### src/rtl/jt10_cen_burst_mc_pkg.sv
// Shared definitions for the clock-enable burst generator.
package jt10_cen_pkg;

   // Behaviour of a start edge that arrives while a burst is still running.
   localparam int CEN_RETRIG_IGNORE = 0;
   localparam int CEN_RETRIG_RELOAD = 1;

   // Per-channel sequencing state.
   typedef enum logic {
      CH_IDLE = 1'b0,
      CH_RUN  = 1'b1
   } ch_state_e;

endpackage

### src/rtl/jt10_cen_burst_mc_if.sv
// Bundle of burst control inputs and per-channel status outputs.
interface jt10_cen_burst_mc_if #(
   parameter int CH   = 1,
   parameter int CNTW = 3
);
   logic                cen;
   logic [CH-1:0]       start;
   logic [CH*CNTW-1:0]  len;
   logic [CH-1:0]       abort;
   logic [CH-1:0]       cen_out;
   logic [CH-1:0]       busy;
   logic [CH-1:0]       done;
   logic [CH-1:0]       miss;

   modport master (
      output cen, start, len, abort,
      input  cen_out, busy, done, miss
   );

   modport slave (
      input  cen, start, len, abort,
      output cen_out, busy, done, miss
   );
endinterface

### src/rtl/jt10_cen_burst_mc_ch.sv
// One burst channel: gates the shared cen for a programmed number of pulses.
//
// state   | meaning
// --------+-----------------------------------------------------------
// CH_IDLE | no burst; waiting for a start edge seen on a cen cycle
// CH_RUN  | burst active; cnt holds the cen pulses still to be passed
module jt10_cen_burst_ch
   import jt10_cen_pkg::*;
#(
   parameter int CNTW   = 3,
   parameter int RETRIG = CEN_RETRIG_IGNORE
) (
   input  logic            clk,
   input  logic            rst,
   input  logic            cen,
   input  logic            start,
   input  logic [CNTW-1:0] len,
   input  logic            abort,
   output logic            cen_out,
   output logic            busy,
   output logic            done,
   output logic            miss
);

   ch_state_e       state;
   logic [CNTW-1:0] cnt;
   logic            last_start;
   logic            start_edge;

   assign start_edge = cen & start & ~last_start;
   assign busy       = (state == CH_RUN);
   // Gate only from registered busy so start never reaches cen_out combinationally.
   assign cen_out    = cen & busy & ~abort;

   // Edge history, burst counter and status flags; abort outranks everything.
   always_ff @(posedge clk) begin
      if (rst) begin
         state      <= CH_IDLE;
         cnt        <= '0;
         last_start <= 1'b1;   // a start held high through reset is not an edge
         done       <= 1'b0;
         miss       <= 1'b0;
      end else begin
         done <= 1'b0;
         if (cen)
            last_start <= start;

         if (abort) begin
            state <= CH_IDLE;
            cnt   <= '0;
            miss  <= 1'b0;
         end else if (state == CH_IDLE) begin
            if (start_edge) begin
               if (len != '0) begin
                  cnt   <= len;
                  state <= CH_RUN;
               end else begin
                  done <= 1'b1;
               end
            end
         end else if (start_edge && (RETRIG == CEN_RETRIG_RELOAD)) begin
            // This cycle's pulse closes the old burst; the new one starts counting next cen.
            if (len != '0) begin
               cnt <= len;
            end else begin
               state <= CH_IDLE;
               cnt   <= '0;
               done  <= 1'b1;
            end
         end else if (cen) begin
            if (start_edge)
               miss <= 1'b1;
            cnt <= cnt - CNTW'(1);
            if (cnt == CNTW'(1)) begin
               state <= CH_IDLE;
               done  <= 1'b1;
            end
         end
      end
   end

endmodule

### src/rtl/jt10_cen_burst_mc.sv
// Multi-channel cen burst generator: slices the buses and replicates one channel.
module jt10_cen_burst_mc
   import jt10_cen_pkg::*;
#(
   parameter int CH     = 1,
   parameter int CNTW   = 3,
   parameter int RETRIG = CEN_RETRIG_IGNORE
) (
   input  logic              clk,
   input  logic              rst,
   jt10_cen_burst_mc_if.slave bus
);

   logic [CH-1:0] cen_out_w;
   logic [CH-1:0] busy_w;
   logic [CH-1:0] done_w;
   logic [CH-1:0] miss_w;

   for (genvar i = 0; i < CH; i++) begin : g_ch
      jt10_cen_burst_ch #(
         .CNTW   (CNTW),
         .RETRIG (RETRIG)
      ) u_ch (
         .clk     (clk),
         .rst     (rst),
         .cen     (bus.cen),
         .start   (bus.start[i]),
         .len     (bus.len[i*CNTW +: CNTW]),
         .abort   (bus.abort[i]),
         .cen_out (cen_out_w[i]),
         .busy    (busy_w[i]),
         .done    (done_w[i]),
         .miss    (miss_w[i])
      );
   end

   assign bus.cen_out = cen_out_w;
   assign bus.busy    = busy_w;
   assign bus.done    = done_w;
   assign bus.miss    = miss_w;

endmodule
### src/flat_wrapper.sv
// flat-port wrapper written by rule: the top's interface ports become plain ports
module jt10_cen_burst_mc_flat import jt10_cen_pkg::*;
#(
   parameter int CH     = 1,
   parameter int CNTW   = 3,
   parameter int RETRIG = CEN_RETRIG_IGNORE
)
  (clk, rst, bus_cen, bus_start, bus_len, bus_abort, bus_cen_out, bus_busy, bus_done, bus_miss);
  jt10_cen_burst_mc_if #(.CH(CH), .CNTW(CNTW)) bus_i ();
  input  logic clk;
  input  logic rst;
  input wire logic [$bits(bus_i.cen)-1:0] bus_cen;
  input wire logic [$bits(bus_i.start)-1:0] bus_start;
  input wire logic [$bits(bus_i.len)-1:0] bus_len;
  input wire logic [$bits(bus_i.abort)-1:0] bus_abort;
  output wire logic [$bits(bus_i.cen_out)-1:0] bus_cen_out;
  output wire logic [$bits(bus_i.busy)-1:0] bus_busy;
  output wire logic [$bits(bus_i.done)-1:0] bus_done;
  output wire logic [$bits(bus_i.miss)-1:0] bus_miss;
  assign bus_i.cen = bus_cen;
  assign bus_i.start = bus_start;
  assign bus_i.len = bus_len;
  assign bus_i.abort = bus_abort;
  assign bus_cen_out = bus_i.cen_out;
  assign bus_busy = bus_i.busy;
  assign bus_done = bus_i.done;
  assign bus_miss = bus_i.miss;
  jt10_cen_burst_mc #(.CH(CH), .CNTW(CNTW), .RETRIG(RETRIG)) u_core (.clk(clk), .rst(rst), .bus(bus_i));
endmodule
### config.mk
export PLATFORM = sky130hd
export DESIGN_NAME = jt10_cen_burst_mc_flat
export DESIGN_NICKNAME = d
export VERILOG_FILES = /design/src/rtl/jt10_cen_burst_mc_pkg.sv /design/src/rtl/jt10_cen_burst_mc_if.sv /design/src/rtl/jt10_cen_burst_mc_ch.sv /design/src/rtl/jt10_cen_burst_mc.sv /design/src/flat_wrapper.sv
export SDC_FILE = /design/constraint.sdc
export NUM_CORES = 1
export LEC_CHECK = 0
export BUFFER_PORTS_ARGS = -buffer_cell sky130_fd_sc_hd__buf_2
export CAP_MARGIN = 10
export CORE_AREA = 8 8 45 47
export CTS_BUF_LIST = sky130_fd_sc_hd__clkbuf_16
export CTS_CLUSTER_SIZE = 20
export DETAILED_ROUTE_END_ITERATION = 16
export DIE_AREA = 0 0 53 55
export PLACE_DENSITY = 0.64
export SYNTH_ARGS = -nofsm -noshare
export SYNTH_HDL_FRONTEND = slang
export SYNTH_HIERARCHICAL = 1
export SYNTH_SLANG_ARGS = --single-unit
### constraint.sdc
create_clock -name clk -period 1.4 [get_ports clk]
set_input_delay 0.42 -clock clk [delete_from_list [all_inputs] [get_ports clk]]
set_output_delay 0.42 -clock clk [all_outputs]
set_load 0.05 [all_outputs]
==> results.md, run 1 <==
Synthesis:
- The fraction of the mapped netlist area in adder cells is 6.173%.
- Summing the areas of all xor and xnor instances in the mapped netlist gives 0% of the synthesized area.
- The share of synthesized area occupied by flip-flops and latches is 34.57%.
- The compound-cell area share of the yosys netlist is roughly a quarter.
- The number of warnings issued by yosys is 6.
- The number of nets produced by synthesis is 52.
- Summing the areas of all and, or, nand and nor instances in the mapped netlist gives about a quarter of the synthesized area.
- The synthesis-stage register bit count is 7.
- After synthesis the cells add up to approximately 410 um2.
- The count of unique library cells instantiated by Yosys is 25.
- By area, the combinational part of the netlist is dominated by simple AND/OR/NAND/NOR gates.
- The mean post-synth cell area is between 9 and 10 um2.
- The number of cells produced by synthesis is between 40 and 50.
- Multiplexer cells account for 4.938% of the synthesized area.

Layout:
- The number of diodes added for antenna fixing is 0.
- Relative to the synthesized area, the layout overhead comes to 45.37%.
- The final core area utilization is between 40% and 50%.
- The library cells used most frequently in the layout, excluding fill and tap cells, are 10 x sky130_fd_sc_hd__buf_2, 6 x sky130_fd_sc_hd__dfxtp_1.
- The final-stage net count is 69.
- Leaving out fill and tap cells, the most frequent cell in the layout is sky130_fd_sc_hd__buf_2.
- Cells with a size suffix above 1 make up 46.55% of the layout.

Global routing:
- The number of global-route vias before repair was 342.
- Global routing finished with a remaining overflow of 0.
- The largest net degree at the start of global routing is 10.
- For this run, the total global-route usage over all layers was measured as roughly 7.7%.
- The number of antenna violations at the first check in global routing was 0.
- The first global-routing pass estimated ~1500 um of wire.

Setup path:
- Across all register-to-register paths, the minimum setup slack is between 0.2 and 0.25 ns.
- The critical path in this run is classified as register to output pin.
- The worst setup path is launched from a register.
- At the worst endpoint, the arrival time is around 0.92 ns.
- The top fanout value on the critical path is 6.
- Walking the worst path, the cells encountered are nand2_2 > nor2_4 > buf_8.
- The cell class contributing the biggest share of worst-path delay is flip-flops.
- The startpoint of the worst setup timing path is u_core/g_ch[0].u_ch/busy.
- The start of the worst register-to-register path is u_core/g_ch[0].u_ch/busy.
- The worst setup path is captured at an output pin.
- The endpoint required time on the critical path is a little under 1 ns.
- In this run the number of cells on the critical path is 3.
- The worst register-to-register path has a depth of 3.
- The largest individual stage delay along the critical path comes from the cell sky130_fd_sc_hd__dfxtp_4.
- The number of buffers and inverters on the critical path is 1.
- The maximum single-stage delay on the critical path is roughly 0.37 ns.
- The endpoint of the worst register-to-register path is u_core/g_ch[0].u_ch/cnt[0].

STA:
- The headroom to the max-slew limit is 75.33%.
- The worst clock skew is roughly 0.00036 ns.
- Setup repair after global routing left no endpoint under its margin.
- Static timing analysis puts the maximum clock frequency at about 740 MHz.
- The final clock period utilization by the worst path is a little over nine tenths.
- The transition at the pin with the smallest max-transition slack is 0.3678 ns.
- The count of final setup violators is 0.
- The minimum clock period after layout is between 1 and 1.5 ns.
- The final hold violation count is 0.
- The final count of pins violating max slew was 0.
- The tightest hold margin is 0.3966 ns.
- The post-route setup TNS is 0 ns.

Routing:
- In this run, the number of DRC markers left after iteration 0 of detailed routing was 5.
- The remaining routing DRC violations is 0.
- The count of nets left with antenna violations after detail routing is 0.
- In the final routed layout, each cell accounts on average for 12.03 um.
- Using the TritonRoute via totals, the vias-per-cell ratio works out to approximately 4.7.
- The pre-antenna-repair detailed-routing pass consisted of 4 iterations.
- The final route contains about 350 vias.
- The wire length after detailed routing is 890 um.

Min path:
- The instance count along the most critical hold path is 2.
- The start point of the worst hold path is rst.
- The worst hold path terminates at u_core/g_ch[0].u_ch/last_start.
- The tightest min-delay check is of the primary input to register type.

Power:
- The worst supply voltage drop on vdd is about 0.65 mV.
- The leakage component of the power is about 0.00024 uW.
- The power per standard cell area is ~1300 nW/um2.

CTS:
- Buffers inserted during clock tree synthesis total 3.
- TritonCTS built the clock tree.
- The buffers inserted during post-CTS setup optimization is 0.
- The H-tree depth is 1.
- The tree built by TritonCTS fans out to 7 sinks.
- The clock latency on the worst-skew pair is about 0.23 ns.
- The clock root buffer is sky130_fd_sc_hd__clkbuf_16.
- The worst-case clock buffer depth is 2.
- Clock-pin slew was measured on the worst setup and hold paths at 0.04 ns.

Die:
- In this run the vertical extent of the chip is about 55 um.
- The top-level I/O count is 12.
- After floorplanning, the core was sized to cover around 1400 um2.
- The die area is between 2000 and 3000 um2.
- Row generation in the floorplan step produced 14 rows.
- The horizontal die dimension is 53 um.
- Once the floorplan was initialized, standard cells occupied between 20% and 30% of the core.

Placed design:
- The sum of net half-perimeters after detailed placement is 697.5 um.
- The congestion estimate from routability-driven global placement came to a little under 0.7.
- Port buffering added 11 buffers.

Flow run:
- The max-cap check violation count is 0.

Status:
- The flow ran to the end, and the final reports show no timing, DRC or antenna violations.
## layer usage
layer  vias up  track usage, %  routed length [um]
li1        187               -                   -
met1       143           7.939                 425
met2        12           9.180                 333
met3         5           4.011                  68
met4         0           11.64                  63
met5         -               0                   0
## how the worst max path moves through the flow
stage / end / slack, ns
floorplan: bus_cen_out / 0.006
global placement: bus_cen_out / -0.03
detailed placement: bus_cen_out / -0.04
CTS: bus_cen_out / 0.02
global route: bus_cen_out / 0.01
finish: bus_cen_out / 0.06
## kinds of logic after synthesis
| kind of cell | after synthesis |
|---|---|
| AO/OA/AOI/OAI | 12 |
| adder cells (fa/ha/maj) | 2 |
| buffers and inverters | 4 |
| flip-flops | 7 |
| multiplexers | 2 |
| AND/OR/NAND/NOR | 15 |
## state kept, by name (all words and copies together) (netlist names)
name                         count
u_core/g_ch.u_ch/busy            1
u_core/g_ch.u_ch/done            1
u_core/g_ch.u_ch/last_start      1
u_core/g_ch.u_ch/cnt             3
u_core/g_ch.u_ch/miss            1
## area by class of cell
cell class / instances / area (um2)
Timing Repair Buffer: 14 / 87.58
Fill cell: 142 / 794.5
Sequential cell: 7 / 143.9
Multi-Input combinational cell: 31 / 251.5
Inverter: 2 / 7.507
Tap cell: 16 / 20.02
Clock buffer: 3 / 75.07
Clock inverter: 1 / 3.754
## synthesized netlist by cell type
| library cell | count | share of area, % |
|---|---|---|
| sky130_fd_sc_hd__a21oi_1 | 1 | 1.2 |
| sky130_fd_sc_hd__or2_2 | 1 | 1.5 |
| sky130_fd_sc_hd__nand2_1 | 4 | 3.7 |
| sky130_fd_sc_hd__o211ai_1 | 1 | 1.9 |
| sky130_fd_sc_hd__dfxtp_1 | 7 | 35 |
| sky130_fd_sc_hd__nand3_1 | 1 | 1.2 |
| sky130_fd_sc_hd__o31ai_2 | 1 | 3.1 |
| sky130_fd_sc_hd__nor2_1 | 3 | 2.8 |
| sky130_fd_sc_hd__nor2b_1 | 1 | 1.5 |
| sky130_fd_sc_hd__a221oi_2 | 1 | 3.7 |
| sky130_fd_sc_hd__inv_1 | 2 | 1.9 |
| sky130_fd_sc_hd__nor3b_1 | 1 | 1.9 |
| sky130_fd_sc_hd__or3_4 | 1 | 2.8 |
| sky130_fd_sc_hd__a211o_2 | 1 | 2.5 |
| sky130_fd_sc_hd__o21ai_0 | 2 | 2.5 |
| sky130_fd_sc_hd__ha_1 | 2 | 6.2 |
| sky130_fd_sc_hd__o311a_1 | 1 | 2.5 |
| sky130_fd_sc_hd__buf_6 | 1 | 2.8 |
| sky130_fd_sc_hd__buf_2 | 1 | 1.2 |
| sky130_fd_sc_hd__a31oi_1 | 3 | 4.6 |
| sky130_fd_sc_hd__a211oi_1 | 1 | 1.9 |
| sky130_fd_sc_hd__nand3b_4 | 1 | 4.9 |
| sky130_fd_sc_hd__and2b_1 | 1 | 1.9 |
| sky130_fd_sc_hd__mux2i_1 | 2 | 4.9 |
| sky130_fd_sc_hd__nor3_2 | 1 | 2.5 |
## where the power goes
part           internal, uW  total, uW  switching (uW)
combinational          26.0       54.8            28.8
clock                   371        481             109
sequential              203        206            2.63
total                   600        741             141
## through the flow
| step | worst slack, ns | cells | power, uW | area [um2] |
|---|---|---|---|---|
| global route | 0.01371 | 74 | 775.6 | 589.3 |
| finish | 0.05728 | 74 | 741.3 | 589.3 |
| detailed placement | -0.03916 | 70 | 263.3 | 500.5 |
| floorplan | 0.006025 | 42 | 244.0 | 425.4 |
| global placement | -0.02854 | 70 | 262.7 | 500.5 |
| CTS | 0.02333 | 74 | 752.7 | 585.6 |
## what timing repair did
item / in CTS / in global routing
cloned: 0 / 0
resized for setup: 2 / 1
pin swaps: 0 / 1
setup endpoints to repair: 1 / 1
hold buffers: 0 / 0
Power figures use the tool's default switching activity.
==> run 2, diff against run 1 <==
--- a/config.mk
+++ b/config.mk
@@ -7,11 +7,10 @@
 export LEC_CHECK = 0
 export BUFFER_PORTS_ARGS = -buffer_cell sky130_fd_sc_hd__buf_2
 export CAP_MARGIN = 10
-export CORE_AREA = 8 8 45 47
-export CTS_BUF_LIST = sky130_fd_sc_hd__clkbuf_16
+export CORE_AREA = 2 2 39 41
 export CTS_CLUSTER_SIZE = 20
 export DETAILED_ROUTE_END_ITERATION = 16
-export DIE_AREA = 0 0 53 55
+export DIE_AREA = 0 0 41 43
 export PLACE_DENSITY = 0.64
 export SYNTH_ARGS = -nofsm -noshare
 export SYNTH_HDL_FRONTEND = slang
==> results.md, run 2 (synthesis results as in run 1) <==
Status:
- The flow ran to the end, and the final reports show no timing, DRC or antenna violations.

Die:
- The initial utilization of the core area, before any placement, comes to 29.29%.
- The core area is between 1000 and 1500 um2.
- The horizontal die dimension is 41 um.
- The floorplan has 14 rows.
- Pin placement for this block handled 12 I/O pins.
- The height of the chip is about 43 um.
- The die covers ~1800 um2.

STA:
- The smallest clock period supported by the final layout is computed as around 1.3 ns.
- The final count of pins violating max slew came to 0.
- Setup slack on the critical path of the routed design comes to 0.05957 ns.
- The transition at the pin with the smallest max-transition slack is between 0.3 and 0.4 ns.
- The maximum operating frequency is 746.0 MHz.
- The final hold violation count was 0.
- The headroom to the max-slew limit is between 70% and 80%.
- Setup violations remaining at the end of the flow were counted as 0.
- Setup repair after global routing left no endpoint under its margin.
- The final clock period utilization by the worst path is 95.75%.
- Hold is met by 0.3764 ns.
- Between clock sinks in the finished design, the worst skew comes to ~0.0014 ns.

Min path:
- The end point of the most critical hold path is u_core/g_ch[0].u_ch/last_start.
- The tightest min-delay check is of the primary input to register type.
- The instance count along the most critical hold path is 2.
- The start point of the worst hold path is rst.

Setup path:
- STA classifies the critical path endpoint as an output pin.
- In this run the critical register-to-register path is captured at u_core/g_ch[0].u_ch/cnt[2].
- The start of the worst register-to-register path is u_core/g_ch[0].u_ch/busy.
- Counting cells, the worst reg-to-reg path comes to 3.
- The endpoint required time on the critical path is around 1 ns.
- Of all nets on the critical path, the largest fanout is 3.
- The largest individual stage delay along the critical path comes from the cell sky130_fd_sc_hd__dfxtp_4.
- The internal reg-to-reg setup slack is 0.13 ns.
- The critical path is of the register to output pin type.
- The signal arrival time at the worst endpoint is between 0.9 and 1 ns.
- The critical path goes through nand2_2 > nor2_4 > buf_8.
- In this design, the stage delay of the slowest critical-path cell is between 0.3 and 0.4 ns.
- STA classifies the critical path startpoint as a register.

Power:
- Of the total power, combinational logic draws a little over an eighth.
- The overall power of the completed layout is 451.7 uW.
- The analysis attributes to cell leakage a power of 0.0002247 uW.
- The share of power burned in the clock network is between 40% and 50%.
- In this run the power spent charging and discharging nets is approximately 110 uW.
- Of the total power, the share spent switching nets is between 20 and 25%.
- The internal portion of the total power is about 340 uW.
- Sequential cells burn 45.2% of the power.
- The power per standard cell area is between 800 and 900 nW/um2.
- The worst supply voltage drop on vdd is approximately 0.39 mV.

Routing:
- After detailed routing, the number of remaining DRC violations is 0.
- The average routed wire per standard cell is between 10 and 15 um.
- After the first detailed-routing iteration, the DRC count stood at 0.
- The count of nets left with antenna violations after detail routing is 0.
- The detailed-routing iteration count for the pre-antenna-repair pass is 1.
- The detail-routed via count per cell is between 4 and 5.
- The final layout contains routed wiring with a total length of 872 um.
- The total vias in the final route is approximately 380.

CTS:
- The clock drives 7 sinks.
- The clock passes through at most 2 buffers.
- Buffers inserted to repair hold after CTS numbered 0.
- The clock root buffer is sky130_fd_sc_hd__clkbuf_4.
- The clock latency on the worst-skew pair is around 0.25 ns.
- The clock tree from TritonCTS is done.
- CTS built an H-tree with a depth of 1.
- Clock-pin slew was measured on the worst setup and hold paths at ~0.05 ns.
- Counting the buffers created by CTS gives 3.

Layout:
- The fraction of final layout cells with drive strength greater than 1 is about half.
- The final layout contains 71 nets.
- The area overhead of the layout relative to synthesis is 36.11%.
- Leaving out fill and tap cells, the most frequent cell in the layout is sky130_fd_sc_hd__buf_2.
- The register ranked first by flip-flop count is u_core/g_ch.u_ch/cnt.
- The register with the most flip-flops in the layout has 3 of them.
- The number of diodes added for antenna fixing is 0.
- The layout filler cell count is 147.
- The library cells used most frequently in the layout, excluding fill and tap cells, are 10 x sky130_fd_sc_hd__buf_2, 6 x sky130_fd_sc_hd__dfxtp_1, 5 x sky130_fd_sc_hd__buf_4.
- At the end of the flow the core is filled with cells to between 30% and 40%.

Placed design:
- At the end of routability-driven placement, the weighted congestion stood at ~0.74.
- The number of input and output port buffers inserted is 11.
- Prior to clock tree synthesis, the placed netlist has a worst setup slack of -0.01889 ns.
- Once detailed placement completed, the half-perimeter wirelength came to about 670 um.

Global routing:
- The total routing usage reported by global routing is about an eighth.
- Global routing finished with a remaining overflow of 0.
- The global-route wire length before repair is approximately 1400 um.
- The number of global-route vias before repair is 338.
- The number of antenna violations at the first check in global routing is 0.
- Entering global routing, the biggest net connects 8 pins.

Flow run:
- The max-cap check violation count is 0.
## run 2: area by class of cell
class / instances / area [um2] / share of cell area, %
Tap cell: 16 / 20.02 / 3.628
Inverter: 2 / 7.507 / 1.361
Clock buffer: 4 / 26.28 / 4.762
Timing Repair Buffer: 16 / 102.6 / 18.59
Multi-Input combinational cell: 31 / 251.5 / 45.58
Sequential cell: 7 / 143.9 / 26.08
## run 2: worst max-delay path by stage
stage,endpoint,slack [ns],start,cells past startpoint
2_1_floorplan,bus_cen_out,0.006,u_core/g_ch[0].u_ch/busy,3
3_5_place_dp,u_core/g_ch[0].u_ch/cnt[2],-0.02,bus_cen,5
5_1_grt,bus_cen_out,0.02,u_core/g_ch[0].u_ch/busy,3
3_3_place_gp,u_core/g_ch[0].u_ch/cnt[2],0.002,bus_cen,5
4_1_cts,bus_cen_out,0.02,u_core/g_ch[0].u_ch/busy,3
6_report,bus_cen_out,0.06,u_core/g_ch[0].u_ch/busy,3
## run 2: routing by layer
metal	global-route usage (%)	up-vias	wire length, um
li1	-	190	-
met1	15.86	174	401
met2	16.25	13	425
met3	7.853	0	45
met4	6.000	0	0
met5	0	-	0
## run 2: what timing repair did
action	in CTS	in global routing
resized for setup	2	1
setup endpoints to repair	1	3
pin swaps	0	2
buffers inserted	1	0
## run 2: critical path: cells and delay by family, from the launching register on
family | cells | cell delay [ns]
buf+inv | 1 | 0.15
flops | 1 | 0.35
simple gates | 2 | 0.17
## run 2: power by group through the flow
stage / Combinational [uW] / Clock [uW] / Sequential (uW)
2_1_floorplan: 33.8 / 0 / 210
4_1_cts: 61.8 / 197 / 204
3_3_place_gp: 58.3 / 0 / 209
5_1_grt: 66.7 / 207 / 204
3_5_place_dp: 59.6 / 0 / 209
6_report: 60.6 / 187 / 204
## run 2: stage by stage
stage,instance area (um2),instances,TNS (ns)
after detailed placement,515.5,72,-0.01889
after global placement,515.5,72,0
after floorplan,425.4,42,0
after global routing,551.8,76,0
final,551.8,76,0
after CTS,555.5,77,0
==> run 3, diff against run 2 <==
==> constraint.sdc (replaced) <==
create_clock -name clk -period 1.25 [get_ports clk]
set_input_delay 0.375 -clock clk [delete_from_list [all_inputs] [get_ports clk]]
set_output_delay 0.375 -clock clk [all_outputs]
set_load 0.1 [all_outputs]
==> results.md, run 3 (synthesis results as in run 1) <==
Status:
- The run finished, with violations left.
- The final reports fail on setup timing.

Die:
- The top-level I/O count is 12.
- The starting density of the core is 29.29%.
- The floorplan step defined a die boundary enclosing 1763 um2.
- Measured along the y axis, the die boundary spans ~43 um.
- The horizontal die dimension is between 40 and 50 um.
- The number of cell rows is 14.
- The region available for standard cell placement spans about 1400 um2.

Global routing:
- The largest net degree at the start of global routing is 8.
- The total routing usage reported by global routing is between 10% and 20%.
- The total congestion overflow is 0.
- The number of global-route vias before repair came to about 370.
- The number of antenna violations at the first check in global routing is 0.
- The first global-routing pass estimated approximately 1400 um of wire.

Power:
- Of the total power, the clock network draws approximately 39%.
- The logic gate share of total power is around 15%.
- The sequential share of power is 45.6%.
- Summed over all nets, the switching power comes to approximately 120 uW.
- Power spread over the standard cell area amounts to between 700 and 800 nW/um2.
- Summing internal, switching and leakage power gives 503.3 uW.
- Internal power comes to between 300 and 400 uW.
- In this run switching power makes up 23.89% of total power.
- IR analysis of the VDD net gives a maximum drop of slightly above 0.3 mV.
- The leakage component of the power is around 0.00025 uW.

Setup path:
- Tracing the worst setup path back leads to its startpoint at u_core/g_ch[0].u_ch/busy.
- The startpoint type of the worst setup path is a register.
- Data on the critical path arrives at its endpoint at between 0.9 and 1 ns.
- The start of the worst register-to-register path is u_core/g_ch[0].u_ch/busy.
- STA classifies the critical path endpoint as an output pin.
- At the worst endpoint, the required time is between 0.8 and 0.9 ns.
- The type of the worst setup path is register to output pin.
- In this design, the stage delay of the slowest critical-path cell is ~0.37 ns.
- The internal reg-to-reg setup slack is ~0.01 ns.
- The kind of cell with the highest combined delay along the critical path is flip-flops.
- The top fanout value on the critical path is 3.
- The number of buffers and inverters on the critical path is 1.
- For this design, the slowest cell found on the critical path is sky130_fd_sc_hd__dfxtp_4.
- Traced cell by cell, the critical path runs through nand2_4 > nor2_4 > buf_12.

Routing:
- The wire length after detailed routing is between 800 and 900 um.
- The violation count after the first detailed-route iteration is 12.
- Dividing the detail-routed via count by the number of cells gives roughly 5.
- The count of nets left with antenna violations after detail routing is 0.
- For this run, the detailed router's first-pass iteration total came to 4.
- For this block, the via count after detailed routing is ~390.
- The remaining routing DRC violations is 0.
- In the final routed layout, each cell accounts on average for 11.36 um.

Min path:
- The start point of the worst hold path is rst.
- The tightest min-delay check is of the primary input to register type.

Layout:
- The area growth from synthesis to layout is 57.41%.
- The final-stage net count is between 70 and 80.
- u_core/g_ch.u_ch/cnt holds more flip-flops than any other register.
- The layout filler cell count is about 140.
- 0 antenna diodes ended up in the layout.
- The final core area utilization is 46.11%.
- The register with the most flip-flops in the layout has 3 of them.
- Leaving out fill and tap cells, the most frequent cells in the layout are 7 x sky130_fd_sc_hd__buf_2, 7 x sky130_fd_sc_hd__buf_4, 4 x sky130_fd_sc_hd__buf_12, 4 x sky130_fd_sc_hd__dfxtp_1.
- After the flow finishes, the layout carries non-filler instances totaling just under 80.
- The fraction of final layout cells with drive strength greater than 1 is 54.84%.

STA:
- After layout, the worst path uses 105.2% of the clock period.
- Timing would allow up to approximately 760 MHz.
- Once routing completed, OpenROAD measured the worst setup slack at -0.06529 ns.
- Setup repair after global routing could not meet its margin everywhere.
- Setup violations remaining at the end of the flow were counted as 2.
- The final count of pins violating max slew is 0.
- The headroom to the max-slew limit is between 70% and 80%.
- The final hold violation count is 0.
- For the pin with the worst max-slew slack, the measured transition is between 0.3 and 0.4 ns.
- Counting I/O delays and the setup requirement, the final critical path takes between 1 and 1.5 ns.
- The post-route setup TNS is -0.08291 ns.
- The worst clock skew is around 0.0015 ns.

Placed design:
- The routability congestion estimate from global placement is about 0.74.
- The count of buffers added on input and output ports is 11.
- The number of cells after detailed placement is 71.

CTS:
- After clock tree synthesis, the clock-pin slew on the worst setup and hold paths is approximately 0.050 ns.
- The clock root buffer is sky130_fd_sc_hd__clkbuf_4.
- The count of clock tree sinks is 7.
- Counting along the longest clock path gives a buffer depth of 2.
- The clock tree from TritonCTS is done.
- The number of clock buffers inserted by TritonCTS is 3.
- CTS built an H-tree with a depth of 1.
- For the worst-skew pair, the clock arrives at the later sink with an insertion delay of 0.24 ns.

Flow run:
- Max-cap violations in this run came to 0.
run 3: repair_timing:
item / in CTS / in global routing
setup endpoints to repair: 1 / 5
pin swaps: 1 / 0
gates resized for setup: 0 / 2
hold buffers: 0 / 0
buffers inserted: 3 / 0
endpoints found under the hold margin: 0 / 0
run 3: final cells by class:
type,count,area (um2),area share (%)
timing repair buffer,18,167.7,26.27
inverter,2,7.507,1.176
tap,16,20.02,3.137
multi-input combinational,31,270.3,42.35
clock buffer,4,26.28,4.118
sequential,7,146.4,22.94
run 3: power by group through the flow:
stage	Clock, uW	Sequential (uW)	Combinational (uW)
after floorplan	0	238	39.1
after global placement	0	234	68.8
after detailed placement	0	235	70.4
after CTS	207	229	73.1
after global routing	221	230	83.7
final	197	229	76.6
run 3: final timing paths:
path                                     to  cells after the start
max                             bus_cen_out                      3
min          u_core/g_ch[0].u_ch/last_start                      2
max reg2reg      u_core/g_ch[0].u_ch/cnt[2]                      3
min reg2reg      u_core/g_ch[0].u_ch/cnt[1]                      2
run 3: metrics by stage:
stage,hold slack [ns],setup WS (ns),instance area [um2]
floorplan,0.4347,-0.4037,432.9
global placement,0.4477,-0.04219,575.6
detailed placement,0.4565,-0.06444,575.6
CTS,0.3360,-0.07632,624.3
global route,0.3396,-0.1069,638.1
finish,0.3417,-0.06529,638.1
run 3: per-layer routing:
metal	global-route usage (%)	vias up	part of all wire, %	wire length (um)
li1	-	199	-	-
met1	14.52	179	44	392
met2	17.50	9	49	434
met3	4.712	2	5.0	44
met4	8.000	0	1.6	14
met5	0	-	0	0
